==> src/rtl/relu_forward.sv <==
// relu_forward: vectorised ReLU / leaky-ReLU forward stage on IEEE-754 binary32
// lanes. Positive, zero and NaN lanes bypass the multiplier but travel through
// the same four register stages, so every lane has a fixed four-cycle latency.
module relu_forward #(
  parameter real negative_slope = 0.0,
  parameter int  WIDTH          = 8
) (
  input  logic        clk,
  input  logic        reset_n,
  input  logic        clk_en,
  input  logic [31:0] in_data  [WIDTH-1:0],
  output logic [31:0] out_data [WIDTH-1:0]
);

  // Elaboration-time double -> binary32 conversion, round-to-nearest-even.
  // Values below the binary32 normal range become +0.0.
  function automatic logic [31:0] to_binary32(input logic [63:0] d);
    logic [10:0] de;
    logic [23:0] mant;
    logic [24:0] mant_r;
    logic        rup;
    int          e;
    de = d[62:52];
    if (de == 11'd0) return 32'd0;
    if (de == 11'h7FF) return {d[63], 8'hFF, (d[51:0] != 52'd0) ? 23'h400000 : 23'd0};
    e      = int'(de) - 896;
    mant   = {1'b1, d[51:29]};
    rup    = d[28] & ((|d[27:0]) | mant[0]);
    mant_r = {1'b0, mant} + {24'd0, rup};
    if (mant_r[24]) begin
      mant_r = mant_r >> 1;
      e      = e + 1;
    end
    if (e <= 0) return 32'd0;
    if (e >= 255) return {d[63], 8'hFF, 23'd0};
    return {d[63], e[7:0], mant_r[22:0]};
  endfunction

  localparam logic [31:0]        SLOPE_BITS = to_binary32($realtobits(negative_slope));
  localparam logic [7:0]         SLOPE_EXP  = SLOPE_BITS[30:23];
  localparam logic [23:0]        SLOPE_MANT = {1'b1, SLOPE_BITS[22:0]};
  // A subnormal slope is flushed, so it behaves exactly like 0.0.
  localparam logic               SLOPE_ZERO = (SLOPE_EXP == 8'd0);
  localparam logic signed [9:0]  EXP_ADJ    = 10'(SLOPE_EXP) - 10'sd127;

  // Round the normalised 24-bit mantissa of a 48-bit product to nearest-even.
  // Returns {biased exponent (11b, signed), rounded mantissa with hidden bit}.
  function automatic logic [34:0] rne_round(input logic [47:0] prod,
                                            input logic signed [9:0] exp_in);
    logic [23:0] mant;
    logic        guard;
    logic        sticky;
    logic [24:0] mant_r;
    logic [10:0] exp_r;
    exp_r = {exp_in[9], exp_in};
    if (prod[47]) begin
      mant   = prod[47:24];
      guard  = prod[23];
      sticky = |prod[22:0];
      exp_r  = exp_r + 11'd1;
    end else begin
      mant   = prod[46:23];
      guard  = prod[22];
      sticky = |prod[21:0];
    end
    mant_r = {1'b0, mant} + {24'd0, guard & (sticky | mant[0])};
    if (mant_r[24]) begin
      mant_r = mant_r >> 1;
      exp_r  = exp_r + 11'd1;
    end
    return {exp_r, mant_r[23:0]};
  endfunction

  // Pack a negative rounded result: underflow flushes to +0.0, overflow is -inf.
  function automatic logic [31:0] saturate_pack(input logic [34:0] r);
    logic signed [10:0] e;
    e = signed'(r[34:24]);
    if (e <= 11'sd0) return 32'h0000_0000;
    if (e >= 11'sd255) return 32'hFF80_0000;
    return {1'b1, e[7:0], r[22:0]};
  endfunction

  for (genvar i = 0; i < WIDTH; i++) begin : g_lane
    logic [31:0]       x;
    logic              is_mul;
    logic [31:0]       fixed_res;

    logic              mul_p0;
    logic [31:0]       fix_p0;
    logic [7:0]        exp_p0;
    logic [23:0]       man_p0;

    logic              mul_p1;
    logic [31:0]       fix_p1;
    logic signed [9:0] exp_p1;
    logic [47:0]       prod_p1;

    logic              mul_p2;
    logic [31:0]       fix_p2;
    logic [31:0]       rnd_p2;

    logic [31:0]       out_p3;

    assign x = in_data[i];

    // Classify the lane: NaN/positive pass through, zeros/flushes give +0.0, -inf is fixed.
    always_comb begin
      is_mul    = 1'b0;
      fixed_res = x;
      if (x[30:23] == 8'hFF && x[22:0] != 23'd0) begin
        fixed_res = x;
      end else if (x[30:0] == 31'd0) begin
        fixed_res = 32'h0000_0000;
      end else if (!x[31]) begin
        fixed_res = x;
      end else if (x[30:23] == 8'd0 || SLOPE_ZERO) begin
        fixed_res = 32'h0000_0000;
      end else if (x[30:23] == 8'hFF) begin
        fixed_res = 32'hFF80_0000;
      end else begin
        is_mul    = 1'b1;
        fixed_res = 32'h0000_0000;
      end
    end

    // Stage 1: register the unpacked operand and its classification.
    always_ff @(posedge clk) begin
      if (!reset_n) begin
        mul_p0 <= 1'b0;
        fix_p0 <= '0;
        exp_p0 <= '0;
        man_p0 <= '0;
      end else if (clk_en) begin
        mul_p0 <= is_mul;
        fix_p0 <= fixed_res;
        exp_p0 <= x[30:23];
        man_p0 <= {1'b1, x[22:0]};
      end
    end

    // Stage 2: 24x24 mantissa product and biased exponent sum.
    always_ff @(posedge clk) begin
      if (!reset_n) begin
        mul_p1  <= 1'b0;
        fix_p1  <= '0;
        exp_p1  <= '0;
        prod_p1 <= '0;
      end else if (clk_en) begin
        mul_p1  <= mul_p0;
        fix_p1  <= fix_p0;
        exp_p1  <= signed'({2'b00, exp_p0}) + EXP_ADJ;
        prod_p1 <= {24'd0, man_p0} * {24'd0, SLOPE_MANT};
      end
    end

    // Stage 3: normalise, round and saturate the product.
    always_ff @(posedge clk) begin
      if (!reset_n) begin
        mul_p2 <= 1'b0;
        fix_p2 <= '0;
        rnd_p2 <= '0;
      end else if (clk_en) begin
        mul_p2 <= mul_p1;
        fix_p2 <= fix_p1;
        rnd_p2 <= saturate_pack(rne_round(prod_p1, exp_p1));
      end
    end

    // Stage 4: select the multiplier or bypass result and register the output.
    always_ff @(posedge clk) begin
      if (!reset_n) begin
        out_p3 <= '0;
      end else if (clk_en) begin
        out_p3 <= mul_p2 ? rnd_p2 : fix_p2;
      end
    end

    assign out_data[i] = out_p3;
  end

endmodule

==> config.mk <==
export PLATFORM = sky130hd
export DESIGN_NAME = relu_forward
export DESIGN_NICKNAME = d
export VERILOG_FILES = /design/src/rtl/relu_forward.sv
export SDC_FILE = /design/constraint.sdc
export NUM_CORES = 2
export LEC_CHECK = 0
export CORE_MARGIN = 1
export CORE_UTILIZATION = 50
export CTS_BUF_LIST = sky130_fd_sc_hd__clkbuf_8
export DETAILED_ROUTE_END_ITERATION = 12
export PLACE_DENSITY = 0.73
export SLEW_MARGIN = 20
export SYNTH_ARGS = -nofsm -noshare
export SYNTH_HDL_FRONTEND = slang
export SYNTH_SLANG_ARGS = --single-unit
==> constraint.sdc <==
create_clock -name clk -period 1.4 [get_ports clk]
set_clock_uncertainty 0.05 [all_clocks]
set_input_delay 0.28 -clock clk [delete_from_list [all_inputs] [get_ports clk]]
set_output_delay 0.28 -clock clk [all_outputs]
set_load 0.02 [all_outputs]
# After elaboration in Yosys (flattened, before gate mapping)
# Cells that the tools add are included.
classes:
  shift: 0
  mux: 24
  n_div: 0
  eq_ne: 8
  n_addsub: 0
  reduce_logical: 24
  order_cmp: 0
  n_bitwise: 0
  multipliers: 0
ops:
  columns: ["operator", "count"]
  rows:
  - ["2-to-1 mux 31 bit", 15]
  - ["2-to-1 mux 32 bit", 9]
  - ["logical NOT 31 bit", 8]
  - ["nonzero test 23 bit", 8]
  - ["equality test 8 bit, second input constant", 8]
  - ["logical AND 1 bit", 8]
word_totals:
  output_inout_bits: 256
  memories: 0
  latchBits: 0
  mem_bits_rw: 0
  romBits: 0
  in_bits: 259
  register_bits: 1024
  wordCells: 88

# Depth between registers and ports, before layout
depth:
  word_depth: 3
  mapped_depth: 7
  mapped_depth_nobuf: 4

# Worst setup path after synthesis
# No wires, ideal clock.
synth_timing:
  kind: "input -> register"
  startpoint: "input port in_data[17] in the netlist's numbering"
  endpoint: "register g_lane[0].fix_p0[23]"
  slack_ns: 0.100
  t_required_ns: 1.213
  t_arrival_ns: 1.113
  path_stages: 4
  cell_sequence: "nor4_1 -> nand4_1 -> nor2_1 -> o211ai_1"
synth_via:
  elab_chain_cells: 3
synth_rtl:
  columns: ["element", "line", "rtl"]
  rows:
  - ["start: declaration", "11", "input logic [31:0] in_data [WIDTH-1:0],"]
  - ["logical NOT 31 bit / nonzero test 23 bit (equally long branches)", "112, 110", null]
  - ["2-to-1 mux 32 bit / logical AND 1 bit (equally long branches)", "112, 110", null]
  - ["2-to-1 mux 32 bit (*)", "110", "if (x[30:23] == 8'hFF && x[22:0] != 23'd0) begin"]
  - ["end signal: assignment", "135", "fix_p0 <= fixed_res;"]
  - ["end: declaration", "89", "logic [31:0] fix_p0;"]
# Mark *: on every way between the ends. The rest lies on a longest branch, timed or not.
# A chain may end at the register's enable or synchronous reset.

# Final worst setup path
layout_timing:
  startpoint: "register g_lane[1].out_p3[13]"
  endpoint: "output port out_data[45] in the netlist's numbering"
layout_rtl:
  columns: ["element", "line", "rtl"]
  rows:
  - ["start: declaration", "102", "logic [31:0] out_p3;"]
  - ["start signal: assignment", "174", "out_p3 <= mul_p2 ? rnd_p2 : fix_p2;"]
  - ["end: declaration", "12", "output logic [31:0] out_data [WIDTH-1:0]"]
# No word-level cell between the ends.

==> impl_metrics.yaml <==
logic_synthesis:
  synth_area_per_cell_sq_um: 10.6
  synth_top_area_share_pct: 51.7
  mappedNetlistNets: 4004
  ys_seq_elements: 1024
  netlist_instances: 3745
  synth.yosys.warnings: 0
  synth_largest_area_cell: "dfxtp_1"
  synth_cell_type_count: 27
  seq_area_frac_synth_pct: 51.7
  synthesis.area_sq_mm: 0.0397
  post_synth_main_area_contributors: "dfxtp_1 52%, mux2i_1 19%, nor2b_1 12%, o211ai_1 3.4%, nand2_1 3.3%"
pwr:
  cellLeakagePower_nw: 23.0
  pwr_density_cell_mw_per_mm2: 1140
  vdd.ir_drop.worst_uv: 1040
  design_power_total_mw: 60.5
cts:
  number_of_buffers_created_by_cts: 165
  tritoncts_clock_tree: "built"
  ctsLongestPathBuffers: 3
  clkSlewWorstSetupHoldPaths_ns: 0.06
  cts.root.buffer_cell: "clkbuf_8"
  clkSinkCount: 1024
  clk_latency_ns: 0.78
  ctsHtreeMaxLevel: 4
placement:
  dp_worst_setup_slack_ns: -0.939
  buffer_ports.inserted: 514
  postPlaceCellArea_sq_mm: 0.0482
  dpl.hpwl_um: 65400
  gp_congestion: 0.889
timing:
  final.min_clock_period_ns: 1.61
  totalNegativeSetupSlack_ns: -43.58
  fmax_mhz: 620
  setup_viol: 256
  rsz0062_at_grt: "yes"
  max_slew_headroom_pct: 70.3
  final_hold_violations: 0
  worstMarginPinSlew_ns: 0.441
  setup_ws_ns: -0.213
  final_max_slew_viol_count: 0
  layout_worst_path_cycle_share_pct: 115
worst_hold_path:
  worstHoldStart: "in_data[239]"
  worstHoldPathType: "in2reg"
  hold_path_depth: 4
worst_setup_path:
  ordered_list_of_cells_on_the_worst_path: "buf_6"
  setup.worst_path.start: "g_lane[1].out_p3[13]"
  worstPathArrival_ns: 1.28
  path_delay_family: "flip-flops"
  setup.worst_path.class: "reg2out"
  worstSetupPathDepth: 1
  reg2reg_depth: 3
  worstReg2RegStart: "g_lane[7].fix_p2[23]"
  end_kind: "primary output"
  slowest_delay_ns: 0.36
  critical_path_buf_inv_count: 1
  crit_fanout: 2
  cp_data_required_time_ns: 1.07
  startpoint_type: "flip-flop"
  master_of_the_slowest_instance_on_the_critical_path: "dfxtp_2"
routing:
  routed_wire_length_per_instance_um: 16.4
  drt-total-wl_um: 94800
  post-route-drc-count: 0
  detail_route.vias_per_cell: 4.96
  drt_iter0_markers: 1180
  num_vias: 28700
  route.antenna.remaining_nets: 0
  detail_route.first_pass.iterations: 5
global_route:
  grt_first_pass_wirelength_um: 150000
  grt_remaining_overflow: 0
  grt_usage_pct: 23.0
  pin_count_of_the_biggest_net_entering_global_routing: 100
  antenna_found_initial: 3
  number_of_global_route_vias_before_repair: 28700
layout:
  stdcell_area_sq_mm: 0.0530
  proportion_of_layout_cells_with_a_drive_suffix_above_1_pct: 25.4
  post-route-util_pct: 68.0
  synthToLayoutAreaGrowth_pct: 33.6
  num-nets-final: 4860
  layout_common_cells: "768 x mux2i_1, 768 x nor2b_1, 768 x dfxtp_1, 360 x buf_4, 350 x nand2_1"
  filler_cell_count: 6092
floorplan:
  start_util_pct: 50.9
  num_io_pins: 515
  floorplan.die.height_um: 284
  design.die.area_sq_mm: 0.0805
  chipWidth_um: 284
  design.core.area_sq_mm: 0.0780
  number_of_core_rows: 102
run_status:
  status: "complete, but fails checks"
  violated_checks: "setup timing"
flow_run:
  max-cap-violations: 0
-- power breakdown --
part           internal (mW)  leakage [nW]  switching (mW)  total, mW
Combinational           2.70          12.6            2.12       4.82
Sequential              29.6          8.43           0.297       29.9
Clock                   13.8          1.97            11.9       25.7
-- stage by stage --
stage | std cells | hold slack (ns)
final | 5774 | 0.0547
after global routing | 5774 | 0.0166
after CTS | 5751 | 0.000348
after detailed placement | 5399 | 0.384
after global placement | 5399 | 0.380
after floorplan | 3745 | 0.371
-- cells in the mapped netlist --
cell / instances
a211oi_1: 46
a21boi_0: 7
a21boi_1: 1
a21o_1: 46
and2_1: 3
and4_1: 4
buf_2: 78
buf_4: 9
buf_6: 78
clkbuf_1: 112
dfxtp_1: 1024
inv_1: 52
mux2i_1: 768
nand2_1: 350
nand2_2: 1
nand2b_1: 8
nand3_1: 104
nand3_2: 1
nand3b_1: 16
nand4_1: 20
nor2_1: 11
nor2b_1: 769
nor3_1: 8
nor4_1: 40
o2111ai_1: 8
o211ai_1: 178
o211ai_2: 3
-- timing repair --
item	4_1_cts	5_1_grt
gates cloned	0	1
pin swaps	0	3
gates resized for setup	1780	16
hold buffers	23	0
endpoints found under the hold margin	61	0
setup endpoints to repair	265	294
buffers inserted	31	21
-- logic make-up (layout without fill, tap and decap cells) --
family	after synthesis	in the layout	share of synthesized area, %
mux	768	768	19.4
simple gates	1335	1335	18.5
compound gates	289	289	5.53
buf+inv	329	1316	4.92
flops	1024	1024	51.7
other cells	0	2	0
-- sequential cells by signal, indices dropped and copies added, names as in the netlist --
signal	count
g_lane.out_p3	256
g_lane.fix_p2	256
g_lane.fix_p0	256
g_lane.fix_p1	256
-- final timing paths --
| kind | end | slack [ns] |
|---|---|---|
| hold reg to reg | g_lane[0].fix_p0[21] | 0.39 |
| setup reg to reg | g_lane[7].fix_p2[23] | 0.15 |
| setup / recovery | out_data[45] | -0.21 |
| hold / removal | g_lane[7].fix_p0[15] | 0.05 |
-- area by class of cell --
| type | instances | area (sq um) | area share [%] |
|---|---|---|---|
| Timing Repair Buffer | 966 | 9920 | 18.7 |
| Clock inverter | 91 | 529 | 0.999 |
| Sequential cell | 1024 | 20900 | 39.4 |
| Multi-Input combinational cell | 2392 | 17300 | 32.6 |
| Clock buffer | 207 | 2850 | 5.38 |
| Tap cell | 1040 | 1300 | 2.46 |
| Antenna cell | 2 | 5.00 | 0.00944 |
| Inverter | 52 | 195 | 0.368 |
-- routing by layer --
metal  routed length (um)  vias to the layer above  GRT usage [%]
li1                     -                    14500              -
met1                43200                    13300           29.4
met2                43800                      622           37.5
met3                 4650                      180           5.02
met4                 3170                        2           9.84
met5                    8                        -              0
No activity file was read; power rests on OpenSTA's default activity.
